**src/rtl/dut_8bit_addr_arb.sv**
```systemverilog
// Round-robin sequencer that shares one 8-bit adder among NUM_REQ requesters.
// Operands are issued with a one-cycle Data_val pulse; a watchdog aborts a silent adder.
module dut_8bit_addr_arb #(
   parameter int NUM_REQ = 4,
   parameter int IDX_W   = 2,
   parameter int TIMEOUT = 15
) (
   input  logic                   clk,
   input  logic                   reset,
   input  logic [NUM_REQ-1:0]     req_valid,
   input  logic [8*NUM_REQ-1:0]   req_a,
   input  logic [8*NUM_REQ-1:0]   req_b,
   output logic [NUM_REQ-1:0]     req_ready,
   output logic                   rsp_valid,
   output logic [IDX_W-1:0]       rsp_id,
   output logic [7:0]             rsp_sum,
   output logic                   rsp_carry,
   output logic                   rsp_timeout,
   output logic                   busy,
   output logic [7:0]             Value_a,
   output logic [7:0]             Value_b,
   output logic                   Data_val,
   input  logic [7:0]             Sum_result,
   input  logic                   Sum_carry,
   input  logic                   Data_ready
);

   typedef enum logic [1:0] {
      ST_IDLE  = 2'd0,
      ST_ISSUE = 2'd1,
      ST_WAIT  = 2'd2,
      ST_RESP  = 2'd3
   } state_t;

   // Last WAIT cycle index: timer counts completed WAIT cycles from 0.
   localparam logic [7:0]       TIMER_LAST = 8'(TIMEOUT - 1);
   localparam logic [IDX_W-1:0] PTR_RESET  = IDX_W'(NUM_REQ - 1);

   state_t           state_q, state_d;
   logic [IDX_W-1:0] ptr_q, ptr_d;
   logic [IDX_W-1:0] id_q, id_d;
   logic [IDX_W-1:0] rsp_id_q, rsp_id_d;
   logic [7:0]       op_a_q, op_a_d;
   logic [7:0]       op_b_q, op_b_d;
   logic [7:0]       rsp_sum_q, rsp_sum_d;
   logic             rsp_carry_q, rsp_carry_d;
   logic             rsp_timeout_q, rsp_timeout_d;
   logic [7:0]       timer_q, timer_d;

   logic [NUM_REQ-1:0] upper_mask_s;
   logic [NUM_REQ-1:0] masked_req_s;
   logic               grant_any_s;
   logic [IDX_W-1:0]   grant_idx_s;
   logic [NUM_REQ-1:0] grant_onehot_s;

   // Round-robin pick: lowest request above ptr, else lowest request overall.
   always_comb begin
      upper_mask_s   = '0;
      grant_idx_s    = '0;
      grant_onehot_s = '0;
      for (int i = 0; i < NUM_REQ; i++) begin
         upper_mask_s[i] = (IDX_W'(i) > ptr_q);
      end
      masked_req_s = req_valid & upper_mask_s;
      grant_any_s  = |req_valid;
      if (|masked_req_s) begin
         for (int i = NUM_REQ - 1; i >= 0; i--) begin
            grant_idx_s = masked_req_s[i] ? IDX_W'(i) : grant_idx_s;
         end
      end else begin
         for (int i = NUM_REQ - 1; i >= 0; i--) begin
            grant_idx_s = req_valid[i] ? IDX_W'(i) : grant_idx_s;
         end
      end
      for (int i = 0; i < NUM_REQ; i++) begin
         grant_onehot_s[i] = grant_any_s && (grant_idx_s == IDX_W'(i));
      end
   end

   // Next-state and datapath capture for the IDLE->ISSUE->WAIT->RESP sequence.
   always_comb begin
      state_d       = state_q;
      ptr_d         = ptr_q;
      id_d          = id_q;
      rsp_id_d      = rsp_id_q;
      op_a_d        = op_a_q;
      op_b_d        = op_b_q;
      rsp_sum_d     = rsp_sum_q;
      rsp_carry_d   = rsp_carry_q;
      rsp_timeout_d = rsp_timeout_q;
      timer_d       = timer_q;
      req_ready     = '0;
      case (state_q)
         ST_IDLE: begin
            if (grant_any_s) begin
               req_ready = grant_onehot_s;
               id_d      = grant_idx_s;
               op_a_d    = req_a[8*int'(grant_idx_s) +: 8];
               op_b_d    = req_b[8*int'(grant_idx_s) +: 8];
               state_d   = ST_ISSUE;
            end else begin
               state_d = ST_IDLE;
            end
         end
         ST_ISSUE: begin
            timer_d = 8'd0;
            state_d = ST_WAIT;
         end
         ST_WAIT: begin
            if (Data_ready) begin
               rsp_sum_d     = Sum_result;
               rsp_carry_d   = Sum_carry;
               rsp_timeout_d = 1'b0;
               rsp_id_d      = id_q;
               state_d       = ST_RESP;
            end else if (timer_q == TIMER_LAST) begin
               rsp_sum_d     = 8'd0;
               rsp_carry_d   = 1'b0;
               rsp_timeout_d = 1'b1;
               rsp_id_d      = id_q;
               state_d       = ST_RESP;
            end else begin
               timer_d = timer_q + 8'd1;
               state_d = ST_WAIT;
            end
         end
         ST_RESP: begin
            ptr_d   = rsp_id_q;
            state_d = ST_IDLE;
         end
         default: begin
            state_d = ST_IDLE;
         end
      endcase
   end

   // State and datapath registers with synchronous reset.
   always_ff @(posedge clk) begin
      if (reset) begin
         state_q       <= ST_IDLE;
         ptr_q         <= PTR_RESET;
         id_q          <= '0;
         rsp_id_q      <= '0;
         op_a_q        <= 8'd0;
         op_b_q        <= 8'd0;
         rsp_sum_q     <= 8'd0;
         rsp_carry_q   <= 1'b0;
         rsp_timeout_q <= 1'b0;
         timer_q       <= 8'd0;
      end else begin
         state_q       <= state_d;
         ptr_q         <= ptr_d;
         id_q          <= id_d;
         rsp_id_q      <= rsp_id_d;
         op_a_q        <= op_a_d;
         op_b_q        <= op_b_d;
         rsp_sum_q     <= rsp_sum_d;
         rsp_carry_q   <= rsp_carry_d;
         rsp_timeout_q <= rsp_timeout_d;
         timer_q       <= timer_d;
      end
   end

   // Outputs decoded from registered state only; operands hold through WAIT and RESP.
   always_comb begin
      rsp_valid   = (state_q == ST_RESP);
      busy        = (state_q != ST_IDLE);
      Data_val    = (state_q == ST_ISSUE);
      Value_a     = (state_q == ST_IDLE) ? 8'd0 : op_a_q;
      Value_b     = (state_q == ST_IDLE) ? 8'd0 : op_b_q;
      rsp_id      = rsp_id_q;
      rsp_sum     = rsp_sum_q;
      rsp_carry   = rsp_carry_q;
      rsp_timeout = rsp_timeout_q;
   end

endmodule

```
**config.mk**
```make
export PLATFORM = sky130hd
export DESIGN_NAME = dut_8bit_addr_arb
export DESIGN_NICKNAME = d
export VERILOG_FILES = /design/src/rtl/dut_8bit_addr_arb.sv
export SDC_FILE = /design/constraint.sdc
export NUM_CORES = 1
export LEC_CHECK = 0
export BUFFER_PORTS_ARGS = -buffer_cell sky130_fd_sc_hd__buf_4
export CAP_MARGIN = 20
export CORE_UTILIZATION = 50
export CTS_BUF_LIST = sky130_fd_sc_hd__clkbuf_4 sky130_fd_sc_hd__clkbuf_8 sky130_fd_sc_hd__clkbuf_16
export DETAILED_ROUTE_END_ITERATION = 10
export PLACE_DENSITY = 0.84
export SKIP_CTS_REPAIR_TIMING = 1
export SLEW_MARGIN = 30
export SYNTH_ARGS = -nofsm -noshare
export SYNTH_HDL_FRONTEND = slang
export SYNTH_SLANG_ARGS = --single-unit
```
**constraint.sdc**
```tcl
create_clock -name clk -period 2.69 [get_ports clk]
set_input_delay 0.538 -clock clk [delete_from_list [all_inputs] [get_ports clk]]
set_output_delay 0.538 -clock clk [all_outputs]
set_load 0.005 [all_outputs]
```
==> impl_results.md, run 1 <==
- Outcome: finished, violations left
- Violated checks: DRC
- CTS Root Cell: clkbuf_8
- Worst Path Arrival: 1870 ps
- Leakage: ~1.5 nW
- Peak supply drop: 0.411 mV
- Post-Synth Adder-Cell Area: 3.05%
- Share of the synthesized area in the top cell type: 34.2%
- Hold slack: about 470 ps
- Core Box Area: 0.00472 mm2
- Avg Cell Area, Syn: 8.98 um2
- Worst slew margin: 47.9%
- Slew Limit Fails: 0
- Layout cell share with drive strength beyond 1: 39.8%
- Combinational family with the most area after synthesis: compound AO/OA/AOI/OAI gates
- Top delay family on crit path: compound AO/OA/AOI/OAI gates
- Initial core utilization: 52.1%
- DP Area: 0.00339 mm2
- Worst Max-Slew Pin Slew: 781 ps
- Number of H-tree levels: 2
- CTS Buffer Depth: 2
- Initial antenna violation count: 0
- Number of global-route vias before repair: 2403
- Gate Count Post-Synth: roughly 270
- Final #Nets: 474
- Switching Share: between 30% and 40%
- Initial DRT Pass Iterations: 7
- Grt ovf: 0
- Hold Path Origin: id_q[1]
- Ys Warns: 0
- Critical Path Source Type: flop
- Synth unique cells: 47
- Port bufs: between 100 and 150
- Max-Cap Viols: 0
- Post-synth EDFFs: 0
- Vias per inst: 5.48
- RSZ-0062 raised after global routing: no
- Synth Area in Simple Gates: a little over a fifth
- Die area: 0.00521 mm2
- Async set-reset flop share out of synthesis: 0%
- Drt drc: 2
- First-pass GRT wire length: around 11000 um
- Critical path required time: 2150 ps
- Non-filler cells, final: 456
- Clk_skew: 6.40 ps
- Critical Setup Path Class: reg -> out
- Chip Width: 72.2 um
- Total CTS buffers: 5
- Psw: 0.686 mW
- Pin count of the biggest net entering global routing: 32
- Dpl ws: approximately 430 ps
- Top FF cell, synth: dfxtp_1
- Comb power frac: between 40% and 50%
- Critical path's slowest cell: dfxtp_1
- Via count: 2501
- Post-route antenna net violation count: 0
- Final setup fails: 0
- CTS sink count: 42
- Cell Int Power: between 1 and 1.5 mW
- Placed cell count: 448
- Critical path, cell by cell: nand2b_1 > o2bb2ai_1 > a21o_4 > nor2b_1 > buf_4
- Initial DRC Count: 113
- Post-Synth XOR/XNOR Area: 1.78%
- Most frequent cells after synthesis: dfxtp_1 (42), nor2_1 (36), mux2i_1 (21), nor2b_1 (19), a211oi_1 (18)
- # IOs: 115
- Worst setup EP type: primary output
- Worst R2R Start: state_q[0]
- Setup tns final: 0 ps
- CTS tree: done
- Final period util: 89.7%
- Cell with the most instances after synthesis: dfxtp_1
- Fin. Hold Viols: 0
- Total GRT Usage: a little over a quarter
- Ant diodes: 0
- Row cnt: 25
- Dominant cell type by area after synthesis: dfxtp_1
- Final GP Congestion: 0.821
- Min Tclk post-route: 2410 ps
- Synth Cell Area: 0.00246 mm2
- Compound-Gate Fraction of Synth Area: 24.8%
- Final WL: 6670 um
- Hold Crit Class: reg -> reg
- CP Max Fanout: 22
- Layout area overhead: 41.5%
- PD cells: ~570 mW/mm2
- F_max: 0.415 GHz
- Clock power frac: 21.2%
- Final instance area: roughly 0.0035 mm2
- Syn_nets: 360
- Buf+Inv Stages, Crit Path: 1
- #FFs+latches synth: 42
- Clk Latency, worst-skew pair: roughly 300 ps
- Detailed placer's ending HPWL: 5020 um
- Clock transition at the registers of the reported paths: 80 ps
- Sequential area share after synthesis: 34.2%
- Final setup margin: approximately 280 ps
- Post-synthesis mux area share: 8.54%
- Synth area leaders: dfxtp_1 (34%), mux2i_1 (8.5%), a2111oi_2 (5.5%)
- Seq pwr share: 38.1%
- CP max stage delay: 510 ps
- WL per Instance: 14.6 um
- Critical path origin: ptr_q[1]
- Die Y: a little over 70 um
[flip-flops by register name, summed over array words and instances (netlist names), 2 cells and up]
register / count
timer_q: 8
op_a_q: 8
ptr_q: 2
id_q: 2
rsp_sum: 8
op_b_q: 8
rsp_id: 2
state_q: 2
[power by group through the flow]
| stage | registers [mW] | clock network, mW | logic [mW] |
|---|---|---|---|
| 3_5_place_dp | 0.766 | 0 | 0.804 |
| 2_1_floorplan | 0.752 | 0 | 0.483 |
| 5_1_grt | 0.764 | 0.452 | 0.885 |
| 4_1_cts | 0.753 | 0.422 | 0.810 |
| 6_report | 0.754 | 0.420 | 0.807 |
| 3_3_place_gp | 0.763 | 0 | 0.789 |
[per-layer routing]
| layer | up-vias | global-route usage (%) | part of all wire, % |
|---|---|---|---|
| met5 | - | 0 | 0 |
| li1 | 1226 | - | - |
| met4 | 0 | 12.4 | 3.1 |
| met3 | 19 | 4.58 | 6.1 |
| met2 | 106 | 45.0 | 47 |
| met1 | 1150 | 32.8 | 44 |
[logic make-up (layout without fill, tap and decap cells)]
family	count (synthesis)	after routing
buffers and inverters	32	147
AND/OR/NAND/NOR	100	100
AO/OA/AOI/OAI	68	68
XOR/XNOR	5	5
multiplexers	21	21
flip-flops	42	42
adder cells (fa/ha/maj)	6	6
[worst min-delay path: stages (launching register included)]
cell and delay, ps:
dfxtp_1 320, nand2b_1 60, a21oi_1 60
[final cells by class]
cell class / instances / area (um2)
Timing Repair Buffer: 125 / 938
Tap cell: 67 / 83.8
Fill cell: 396 / 1240
Sequential cell: 42 / 841
Multi-Input combinational cell: 200 / 1480
Inverter: 14 / 52.6
Clock buffer: 6 / 76.3
Clock inverter: 2 / 13.8
[metrics by stage]
stage / power, mW / util, %
floorplan: 1.24 / -
global placement: 1.55 / 71.8
detailed placement: 1.57 / 71.8
CTS: 1.98 / 73.7
global route: 2.10 / 73.7
finish: 1.98 / 73.7
[placed cells by master (no fill, tap or decap), types with 2 or more instances in the layout]
cell       synthesis  routed
nand4_1            3       3
nand2_1            8       8
a2111oi_0          2       2
buf_4              1     125
xnor2_1            2       2
a21oi_2            1       2
ha_1               6       6
clkbuf_8           0       5
a211oi_1          18      18
a21oi_1            5       4
nor2_1            36      36
nand3_1            3       3
and3_1             2       2
nor2b_1           19      19
o21ai_0            7       7
inv_1             13      13
a2111oi_2          9       9
or3_1              3       3
nor3b_1           13      13
mux2i_1           21      21
nand2b_1           3       3
a22oi_1            9       9
and2_1             3       3
nor3_1             3       3
a211oi_2           6       6
dfxtp_1           42      42
xor2_1             3       3
[worst paths after layout]
path / endpoint / slack (ps) / cells after the start
max: req_ready[1] / 280 / 5
max reg2reg: op_b_q[1] / 480 / 7
min: id_q[1] / 470 / 2
min reg2reg: id_q[1] / 470 / 2
(Power assumes the default switching activity.)
==> run 2, diff against run 1 <==
Settings changed: CAP_MARGIN 20 to 15, CORE_UTILIZATION 50 to 47, PLACE_DENSITY 0.84 to 0.8.
Clock period 2.69 ns to 2.6 ns, I/O delays scaled along.
==> run 2 against run 1 <==
  * The run now ends clean
  * Register-to-register slack hardly changed
  * Sequential cell count stayed put
  * Clock power hardly changed
  * Final cell count is 0.22% higher
  * Sequential power is 3.4% higher
  * Clock skew hardly changed
  * Non-clock buffer count is 1 higher
  * Via count is 0.72% lower
  * Routed wire length is 3.4% higher
  * Sequential share of layout area is 0.052 points lower
  * Die area is 6.2% higher
  * Utilization is 2.2 points lower
  * Largest power group unchanged
==> impl_results.md, run 2 (synthesis results as in run 1) <==
- Outcome: completed
- Die area: 0.00553 mm2 (+6.2%)
- Setup tns final: 0 ps (unchanged)
- Final period util: 90.7%
- Most frequent cells in the layout: buf_4 (126), dfxtp_1 (42), nor2_1 (36)
- Clock transition at the registers of the reported paths: 80 ps (about the same)
- Drt drc: 0 (-2)
- Final setup fails: 0 (unchanged)
- CTS Root Cell: clkbuf_8
- Total CTS buffers: 5 (unchanged)
- Number of global-route vias before repair: 2380 (-0.96%)
- Post-route antenna net violation count: 0 (unchanged)
- Pin count of the biggest net entering global routing: 32 (unchanged)
- Critical path's slowest cell: dfxtp_1
- WL per Instance: 15.1 um (+3.2%)
- Slew Limit Fails: 0 (unchanged)
- Via count: 2483 (-0.72%)
- Final setup margin: 242 ps (-35.3 ps)
- Die Y: 74.4 um (+3.1%)
- Worst setup EP type: primary output
- CTS Buffer Depth: 2 (unchanged)
- Chip Width: 74.4 um (+3.1%)
- Worst Path Arrival: 1840 ps (-30 ps)
- Core Box Area: 0.00488 mm2 (+3.3%)
- Clk_skew: 6.29 ps (-0.108 ps)
- Critical path required time: 2080 ps (-70 ps)
- CP Max Fanout: 19 (-14%)
- Peak supply drop: 0.317 mV (-23%)
- First-pass GRT wire length: 11000 um (+0.57%)
- PD cells: 586 mW/mm2 (+2.9%)
- Initial DRT Pass Iterations: 4 (-3)
- Ant diodes: 0 (unchanged)
- Final GP Congestion: 0.787 (-4.0%)
- Reg2reg setup slack: 470 ps (about the same)
- Initial antenna violation count: 0 (unchanged)
- Grt ovf: 0 (unchanged)
- Total GRT Usage: 26.5% (-0.049 points)
- Layout cell share with drive strength beyond 1: 40.0% (+0.15 points)
- Critical Setup Path Class: reg -> out
- CTS sink count: 42 (unchanged)
- # IOs: 115 (unchanged)
- Most common cell after layout, fill and taps aside: buf_4
- Detailed placer's ending HPWL: 5230 um (+4.2%)
- RSZ-0062 raised after global routing: no
- Number of H-tree levels: 2 (unchanged)
- Initial core utilization: 50.4% (-1.7 points)
- Dpl ws: 400 ps (-34.3 ps)
- F_max: 0.424 GHz
- Vias per inst: 5.43 (-0.94%)
- Initial DRC Count: 82 (-27%)
- Clk Latency, worst-skew pair: 290 ps (about the same)
- CTS tree: done
- Row cnt: 25 (unchanged)
- CP max stage delay: 510 ps (about the same)
- Leakage: 1.53 nW (about the same)
- Critical Path Source Type: flop
- Min Tclk post-route: 2360 ps
- Worst slew margin: 49.8% (+1.9 points)
- Port bufs: 114 (unchanged)
- Max-Cap Viols: 0 (unchanged)
- Layout area overhead: 41.8%
- Worst Max-Slew Pin Slew: 752 ps (-29.1 ps)
- Final #Nets: 475 (+0.21%)
- Critical path, cell by cell: nand2b_1 > o2bb2ai_1 > a21o_4 > nor2b_1 > buf_4
- Fin. Hold Viols: 0 (unchanged)
- Hold Crit Class: in -> reg
- Final WL: 6900 um (+3.4%)
==> run 2: cell types whose count changed in the layout (fill, tap and decap cells not counted), sizes merged <==
cell,delta
buf,+1
clkbuf,-1
clkinvlp,+1
==> run 2: worst paths after layout <==
path | end | cells past startpoint | start
setup / recovery | req_ready[1] | 5 | ptr_q[1]
hold / removal | rsp_carry | 3 | Sum_carry
setup reg to reg | op_b_q[0] | 7 | state_q[1]
hold reg to reg | id_q[1] | 2 | id_q[1]
==> run 2: through the flow <==
stage	utilization [%]	instances	instance area, um2	total power, mW	hold WS (ps)
6_report	71.5	457	3490	2.04	469
5_1_grt	71.5	457	3490	2.17	464
4_1_cts	71.5	457	3490	2.06	460
3_5_place_dp	69.7	449	3400	1.63	469
3_3_place_gp	69.7	449	3400	1.62	471
2_1_floorplan	-	274	2460	1.28	450
==> run 2: final cells by class <==
cell class / instances / area, um2
fill: 421 / 1390
timing repair buffer: 126 / 946
inverter: 14 / 52.6
multi-input combinational: 200 / 1480
sequential: 42 / 841
tap: 67 / 83.8
clock inverter: 3 / 21.3
clock buffer: 5 / 68.8
==> run 2: power breakdown <==
group	total (mW)	switching, mW	internal [mW]
Sequential	0.780	0.0482	0.732
Combinational	0.841	0.430	0.410
Clock	0.423	0.234	0.189
==> run 2: layer usage <==
layer	GRT usage (%)	vias to the layer above	routed length, um
li1	-	1227	-
met1	30.7	1133	2840
met2	44.5	101	3340
met3	7.45	22	457
met4	13.6	0	263
met5	0	-	0
==> run 2: worst max-delay path, delay by kind of cell, from the launching register on <==
kind,cells,cell delay (ps)
AND/OR/NAND/NOR,2,360
AO/OA/AOI/OAI,2,560
buffers and inverters,1,120
flip-flops,1,510
